===== src/rtl/async_sram_ctrl.sv =====
// Two-port round-robin controller for an asynchronous SRAM behind a registering PHY.
// Single outstanding access; sequences read, write-strobe and read-to-write turnaround cycles.
module async_sram_ctrl #(
  parameter int W_ADDR    = 18,
  parameter int W_DATA    = 16,
  parameter int READ_WAIT = 1
) (
  input  logic                  clk,
  input  logic                  rst,
  input  logic                  req0_valid,
  output logic                  req0_ready,
  input  logic                  req0_write,
  input  logic [W_ADDR-1:0]     req0_addr,
  input  logic [W_DATA-1:0]     req0_wdata,
  input  logic [W_DATA/8-1:0]   req0_wstrb,
  output logic                  resp0_valid,
  output logic [W_DATA-1:0]     resp0_rdata,
  input  logic                  req1_valid,
  output logic                  req1_ready,
  input  logic                  req1_write,
  input  logic [W_ADDR-1:0]     req1_addr,
  input  logic [W_DATA-1:0]     req1_wdata,
  input  logic [W_DATA/8-1:0]   req1_wstrb,
  output logic                  resp1_valid,
  output logic [W_DATA-1:0]     resp1_rdata,
  output logic [W_ADDR-1:0]     ctrl_addr,
  output logic [W_DATA-1:0]     ctrl_dq_out,
  output logic [W_DATA-1:0]     ctrl_dq_oe,
  input  logic [W_DATA-1:0]     ctrl_dq_in,
  output logic                  ctrl_ce_n,
  output logic                  ctrl_we_n,
  output logic                  ctrl_oe_n,
  output logic [W_DATA/8-1:0]   ctrl_byte_n
);

  localparam int W_STRB = W_DATA / 8;
  localparam logic [2:0] RD_LAST = 3'(READ_WAIT);

  typedef enum logic [2:0] {IDLE, TURN, RD, WR_SETUP, WR_PULSE, WR_HOLD} state_e;

  state_e              state_q, state_d;
  logic [W_ADDR-1:0]   addr_q, addr_d;
  logic [W_DATA-1:0]   wdata_q, wdata_d;
  logic [W_STRB-1:0]   wstrb_q, wstrb_d;
  logic                port_q, port_d;
  logic                pri_q, pri_d;
  logic                prev_rd_q, prev_rd_d;
  logic [2:0]          cnt_q, cnt_d;
  logic                resp0_valid_q, resp0_valid_d;
  logic                resp1_valid_q, resp1_valid_d;
  logic [W_DATA-1:0]   rdata0_q, rdata0_d;
  logic [W_DATA-1:0]   rdata1_q, rdata1_d;
  logic                grant;
  logic                wr_drive;

  // Address and write data are driven straight from the capture registers,
  // so they naturally hold their last value while idle.
  assign ctrl_addr   = addr_q;
  assign ctrl_dq_out = wdata_q;
  assign resp0_valid = resp0_valid_q;
  assign resp1_valid = resp1_valid_q;
  assign resp0_rdata = rdata0_q;
  assign resp1_rdata = rdata1_q;

  always_comb begin
    state_d       = state_q;
    addr_d        = addr_q;
    wdata_d       = wdata_q;
    wstrb_d       = wstrb_q;
    port_d        = port_q;
    pri_d         = pri_q;
    prev_rd_d     = prev_rd_q;
    cnt_d         = cnt_q;
    rdata0_d      = rdata0_q;
    rdata1_d      = rdata1_q;
    resp0_valid_d = 1'b0;
    resp1_valid_d = 1'b0;
    req0_ready    = 1'b0;
    req1_ready    = 1'b0;
    wr_drive      = 1'b0;
    ctrl_ce_n     = 1'b1;
    ctrl_we_n     = 1'b1;
    ctrl_oe_n     = 1'b1;
    ctrl_byte_n   = '1;
    ctrl_dq_oe    = '0;
    // pri_q names the port that wins a tie; a lone requester always wins.
    grant = (req0_valid && req1_valid) ? pri_q : req1_valid;

    case (state_q)
      IDLE: begin
        if (!rst && (req0_valid || req1_valid)) begin
          req0_ready = !grant;
          req1_ready = grant;
          port_d     = grant;
          pri_d      = !grant;
          addr_d     = grant ? req1_addr : req0_addr;
          cnt_d      = '0;
          if (grant ? req1_write : req0_write) begin
            wdata_d = grant ? req1_wdata : req0_wdata;
            wstrb_d = grant ? req1_wstrb : req0_wstrb;
            state_d = prev_rd_q ? TURN : WR_SETUP;
          end else begin
            state_d = RD;
          end
        end
      end
      TURN: state_d = WR_SETUP;
      RD: begin
        ctrl_ce_n   = 1'b0;
        ctrl_oe_n   = 1'b0;
        ctrl_byte_n = '0;
        if (cnt_q == RD_LAST) begin
          state_d   = IDLE;
          prev_rd_d = 1'b1;
          if (port_q) begin
            rdata1_d      = ctrl_dq_in;
            resp1_valid_d = 1'b1;
          end else begin
            rdata0_d      = ctrl_dq_in;
            resp0_valid_d = 1'b1;
          end
        end else begin
          cnt_d = cnt_q + 3'd1;
        end
      end
      WR_SETUP: begin
        wr_drive = 1'b1;
        state_d  = WR_PULSE;
      end
      WR_PULSE: begin
        wr_drive  = 1'b1;
        ctrl_we_n = 1'b0;
        state_d   = WR_HOLD;
      end
      WR_HOLD: begin
        wr_drive      = 1'b1;
        state_d       = IDLE;
        prev_rd_d     = 1'b0;
        resp0_valid_d = !port_q;
        resp1_valid_d = port_q;
      end
      default: state_d = IDLE;
    endcase

    if (wr_drive) begin
      ctrl_ce_n   = 1'b0;
      ctrl_byte_n = ~wstrb_q;
      ctrl_dq_oe  = '1;
    end
  end

  always_ff @(posedge clk) begin
    if (rst) begin
      state_q       <= IDLE;
      addr_q        <= '0;
      wdata_q       <= '0;
      wstrb_q       <= '0;
      port_q        <= 1'b0;
      pri_q         <= 1'b0;
      prev_rd_q     <= 1'b0;
      cnt_q         <= '0;
      resp0_valid_q <= 1'b0;
      resp1_valid_q <= 1'b0;
      rdata0_q      <= '0;
      rdata1_q      <= '0;
    end else begin
      state_q       <= state_d;
      addr_q        <= addr_d;
      wdata_q       <= wdata_d;
      wstrb_q       <= wstrb_d;
      port_q        <= port_d;
      pri_q         <= pri_d;
      prev_rd_q     <= prev_rd_d;
      cnt_q         <= cnt_d;
      resp0_valid_q <= resp0_valid_d;
      resp1_valid_q <= resp1_valid_d;
      rdata0_q      <= rdata0_d;
      rdata1_q      <= rdata1_d;
    end
  end

endmodule


===== config.mk =====
export PLATFORM = sky130hd
export DESIGN_NAME = async_sram_ctrl
export DESIGN_NICKNAME = d
export VERILOG_FILES = /design/src/rtl/async_sram_ctrl.sv
export SDC_FILE = /design/constraint.sdc
export NUM_CORES = 1
export LEC_CHECK = 0
export BUFFER_PORTS_ARGS = -buffer_cell sky130_fd_sc_hd__buf_2
export CORE_MARGIN = 3
export CORE_UTILIZATION = 30
export CTS_CLUSTER_DIAMETER = 40
export DETAILED_ROUTE_END_ITERATION = 6
export PLACE_DENSITY = 0.63
export SLEW_MARGIN = 0
export SYNTH_ARGS = -nofsm -noshare
export SYNTH_HDL_FRONTEND = slang
export SYNTH_SLANG_ARGS = --single-unit

===== constraint.sdc =====
create_clock -name clk -period 2.4 [get_ports clk]
set_input_delay 0.36 -clock clk [delete_from_list [all_inputs] [get_ports clk]]
set_output_delay 0.36 -clock clk [all_outputs]
set_load 0.02 [all_outputs]

## Yosys cells after proc, flatten, opt, wreduce, memory -nomap -nowiden

Index checks and enable logic that the tools add are counted.

| storage, ports and cells | value |
|---|---|
| register bits | 79 |
| bits in latches | 0 |
| memory bits (writable) | 0 |
| memory bits (read-only) | 0 |
| input port bits | 94 |
| output and inout port bits | 91 |
| logic and storage cells | 73 |
| memories | 0 |

| cells by class | value |
|---|---|
| $add $sub $neg | 1 |
| multipliers | 0 |
| divide/modulo/power cells | 0 |
| $lt $le $gt $ge | 0 |
| equal/unequal tests | 9 |
| shift-type cells | 0 |
| mux-type cells | 32 |
| bitwise operators | 2 |
| reduce and logical (&&, ||, !) cells | 17 |

Operator list:

| kind | number |
|---|---|
| 16-bit two-way mux | 2 |
| 18-bit two-way mux | 1 |
| 1-bit two-way mux | 15 |
| 3-bit case mux with 5 select lines | 1 |
| 3-bit two-way mux | 4 |
| 3-bit AND reduction | 4 |
| 2-bit two-way mux | 5 |
| 3-bit by 1-bit equality test with 1-bit output (second input constant) | 2 |
| 3-bit by 2-bit equality test with 1-bit output (second input constant) | 2 |
| 3-bit equality test (second input constant) | 2 |
| 2-bit != test (second input constant) | 3 |
| 1-bit case mux with 2 select lines | 3 |
| 3-bit case mux with 2 select lines | 1 |
| 2-bit AND reduction | 3 |
| 2-bit nonzero test | 2 |
| 3-bit by 1-bit adder with 3-bit output (second input constant) | 1 |
| 1-bit zero test | 3 |
| 3-bit zero test | 1 |
| 3-bit OR reduction | 1 |
| 1-bit logical AND | 2 |
| 2-bit NOT | 1 |
| 1-bit logical OR | 1 |
| 1-bit NOT | 1 |

## Longest topological paths before layout

| depth | value |
|---|---|
| word-level depth | 6 |
| depth in mapped cells | 8 |
| gate-level depth less buffers | 6 |

## Least setup slack after synthesis

OpenSTA, ideal clock, no wires.

| path | value |
|---|---|
| path kind | input-to-output |
| start | in req1_valid |
| end | out req0_ready |
| arrival | 1.546 ns |
| data required time | 2.040 ns |
| path slack | 0.494 ns |
| stages | 4 |
| buffers on the path | 1 |
| cells stage by stage | clkbuf_1 o21bai_1 or4_1 a21oi_1 |

| on the way | value |
|---|---|
| longest elaborated chain between the ends | 5 |
| elaborated cells on any way between the ends | 7 |
| classes of those cells | 3 x mux; 4 x reduce/logical |

Ends and longest elaborated chain:

| element | line | text |
|---|---|---|
| start: declaration | 18 | `input logic req1_valid,` |
| 1-bit logical AND | 87 | `grant = (req0_valid && req1_valid) ? pri_q : req1_valid;` |
| 1-bit two-way mux | 87 |  |
| 1-bit zero test | 92 | `req0_ready = !grant;` |
| 1-bit two-way mux (*) | 91 | `if (!rst && (req0_valid \|\| req1_valid)) begin` |
| 1-bit two-way mux (*) | 89 | `case (state_q)` |
| end: declaration | 11 | `output logic req0_ready,` |

Every way passes the cells marked *; elsewhere a longest branch is shown, timed or not.

## Worst setup path after layout

| path | value |
|---|---|
| start | reg state_q[0] |
| end | out req1_ready |

| on the way | value |
|---|---|
| longest elaborated chain between the ends | 2 |

Ends and longest elaborated chain:

| element | line | text |
|---|---|---|
| start: declaration | 41 | `state_e state_q, state_d;` |
| start signal: assignment | 167 | `state_q <= state_d;` |
| 3-bit zero test | 89 |  |
| 1-bit two-way mux | 89 |  |
| end: declaration | 19 | `output logic req1_ready,` |

No other way between the ends.

==> results.tsv <==
stage	metric	value	unit
clock_network	Worst-path clk slew	0.06	ns
layout	Sequential Area	1580	µm²
worst_hold_path	WHS Path Cells	3	
yosys	Post-synth EDFFs	0	
worst_hold_path	Tightest Hold Check Type	in2reg	
critical_path	CP max stage cell	or4_1	
sta	final cycle utilization of the critical path	89.1	%
global_route	vias in the first global route	3216	
yosys	Yosys warning total	0	
sta	endpoints failing setup	0	
critical_path	kind of end point of the critical path	output port	
clock_network	Post-CTS Setup Inserts	0	
clock_network	Hold-fix buffers, CTS	0	
global_route	remaining global-route overflow	0	
power_and_ir_drop	part of the power in the clock network	39.3	%
sta	Rel. slew slack	48.3	%
yosys	syn_nets	509	
global_route	GRT Total Usage	14.4	%
floorplanning	core area	11100	µm²
yosys	Adder-Cell Fraction of Synth Area	0.715	%
floorplanning	number of core rows	38	
critical_path	family with the most delay on the worst path	simple AND/OR/NAND/NOR gates	
layout	Syn-to-layout area delta	35.0	%
floorplanning	die height	114	µm
routing	first drt pass iteration count	4	
yosys	cell with the most instances after synthesis	nand2_1	
yosys	leading area contributor after synthesis	dfxtp_1	
yosys	sequential share of the synthesized area	45.2	%
sta	RSZ-0062 raised after global routing	no	
power_and_ir_drop	share of power burned in combinational logic	20.6	%
yosys	Synth top area share	45.2	%
routing	routed vias/inst	4.71	
critical_path	CP max stage delay	0.64	ns
critical_path	CP Class	reg2out	
clock_network	CTS H-tree depth	3	
yosys	Synth Area in XOR/XNOR	0.250	%
global_route	initial antenna violation count	0	
critical_path	Crit path arrival time	1.78	ns
power_and_ir_drop	sw power	0.00104	W
critical_path	Reg2Reg Depth	5	
yosys	Yosys cell types	33	
worst_hold_path	beginning of the worst hold path	ctrl_dq_in[11]	
critical_path	worst reg2reg path startpoint	cnt_q[0]	
routing	via count	3350	
critical_path	WP buf/inv	1	
clock_network	Root Buffer	clkbuf_16	
sta	post-layout min period	2.14	ns
layout	Final nets	664	
placed_design	gpl congestion	0.775	
power_and_ir_drop	sequential fraction of design power	40.2	%
yosys	Synth Instances	413	
placed_design	DP Area	4410	µm²
clock_network	total CTS buffers	9	
yosys	largest family of logic cells by synthesized area	simple AND/OR/NAND/NOR gates	
sta	final count of pins violating max slew	0	
power_and_ir_drop	Net Sw Frac	28.2	%
power_and_ir_drop	VDD IR max	0.000282	V
floorplanning	starting density of the core	31.5	%
placed_design	Detail Placement HPWL	7030	µm
clock_network	TritonCTS clock tree	yes	
critical_path	worst path required time	2.04	ns
yosys	post-synthesis compound-gate area fraction	13.4	%
layout	fraction of layout cells with a size suffix above 1	37.1	%
sta	Hold Fails Final Rpt	0	
clock_network	worst-skew pair later-pin latency	0.33	ns
power_and_ir_drop	P_int	0.00264	W
routing	First DRT Iteration DRCs	125	
layout	Antenna Cells	0	
routing	DR WL/cell	13.4	µm
layout	Multi-input gate area	1670	µm²
routing	DRC errors left	0	
floorplanning	die area	13000	µm²
floorplanning	I/O pin count	185	
layout	post-route cell area	4730	µm²
sta	worst-margin pin slew	0.776	ns
global_route	largest net degree at the start of global routing	81	
yosys	Synth top cells by count	nand2_1 (88), dfxtp_1 (79), a21oi_1 (40)	
yosys	Synth area leaders	dfxtp_1 (45%), mux2i_1 (9.7%), nand2_1 (9.4%), a21oi_1 (5.7%), a311oi_1 (4.5%)	
yosys	simple-gate portion of the synthesized area	22.9	%
routing	antenna-violating nets left	0	
critical_path	Worst Setup Start Kind	flip-flop	
power_and_ir_drop	cell area power density	778	nW/µm²
routing	Final Routed Wirelength	9540	µm
yosys	synthesized area	3500	µm²
critical_path	worst-path cell chain	or4_1 > nor2_1 > buf_2	
run_status	status	completed	
critical_path	number of logic stages on the critical path including buffering	3	
floorplanning	die width	114	µm
yosys	Async SR Flop Fraction	0	%
layout	fillers	1124	
clock_network	Sink Count	79	
placed_design	number of port buffers	184	
critical_path	CP max FO	9	
power_and_ir_drop	P_leak	2.33	nW
yosys	Primary FF master, synth	dfxtp_1	
yosys	synthesized area per cell	8.48	µm²
clock_network	clk buf depth	2	
flow_run	Max Cap Violations	0	
sta	Clock Skew	0.00472	ns
global_route	first-pass GRT wire length	15300	µm
yosys	flops & latches, synth	79	
sta	setup TNS	0	ns
yosys	mux contribution to synthesized area	9.72	%
critical_path	CP startpoint	state_q[0]	
sta	fmax	468	MHz
==> worst paths after layout <==
path         slack [ns]         endpoint
max                0.26       req1_ready
min reg2reg        0.45   resp1_rdata[5]
min                0.28  resp0_rdata[11]
max reg2reg        0.42  resp1_rdata[10]
==> worst register-to-register path: cells and delay by family (launching register included) <==
| kind | cells | cell delay [ns] |
|---|---|---|
| flops | 1 | 0.38 |
| simple gates | 3 | 1.18 |
| fa+ha+maj | 1 | 0.18 |
| compound gates | 1 | 0.09 |
==> layer usage <==
metal | global-route usage [%] | share of wire (%)
met1 | 17.7 | 43
met2 | 24.1 | 48
met3 | 4.99 | 8.2
met4 | 3.80 | 0.77
met5 | 0 | 0
==> power groups by stage <==
stage               clock (W)  combinational, W  sequential (W)
finish                0.00144          0.000757         0.00148
global route          0.00155          0.000835         0.00149
CTS                   0.00149          0.000769         0.00148
detailed placement          0          0.000767         0.00151
global placement            0          0.000756         0.00150
floorplan                   0          0.000439         0.00158
==> through the flow <==
stage / worst slack (ns) / power, W / util (%) / cells / hold slack (ns)
final: 0.263 / 0.00368 / 42.5 / 712 / 0.285
after global routing: 0.145 / 0.00388 / 42.5 / 712 / 0.269
after CTS: 0.122 / 0.00374 / 42.5 / 712 / 0.261
after detailed placement: 0.411 / 0.00227 / 39.7 / 697 / 0.446
after global placement: 0.459 / 0.00226 / 39.7 / 697 / 0.438
after floorplan: 0.494 / 0.00202 / - / 413 / 0.453
==> cell families after synthesis <==
group,count (synthesis)
muxes,34
xor gates and xnor gates,1
adders and majority gates,2
DFF,79
and+or+nand+nor,173
buffers and inverters,51
AOI/OAI and AO/OA,73
==> cells in the final DEF (no fill, tap or decap), drive strengths merged, types with 2 or more instances in the layout <==
cell type and count:
bufinv 2, nand2 88, a21oi 40, a211o 2, a311oi 18, nand3 22, buf 192, nor3 4
inv 3, and3 4, ha 2, clkbuf 12, nor2b 4, dfxtp 79, o21ai 2, or3 3
nand2b 22, mux2i 34, o21bai 4, a21boi 3, nor2 23
==> sequential cells by signal (all words and copies together), names as in the netlist <==
register / cells
ctrl_dq_out: 16
port_q: 1
resp1_valid: 1
resp1_rdata: 16
wstrb_q: 2
resp0_rdata: 16
resp0_valid: 1
state_q: 3
prev_rd_q: 1
pri_q: 1
ctrl_addr: 18
cnt_q: 3
==> layout make-up <==
| type | count | area share (%) |
|---|---|---|
| clock inverters | 3 | 1.43 |
| clock buffers | 12 | 5.21 |
| multi-input cells | 283 | 35.2 |
| well taps | 140 | 3.70 |
| repair buffers | 192 | 20.7 |
| flip-flops and latches | 79 | 33.4 |
| inverters | 3 | 0.238 |
==> what timing repair did <==
action / 4_1_cts / 5_1_grt
gates resized for setup: 0 / 1
setup endpoints to repair: 0 / 2
hold endpoints to repair: 0 / 0
Note: power is estimated with default switching activity, not from simulation.
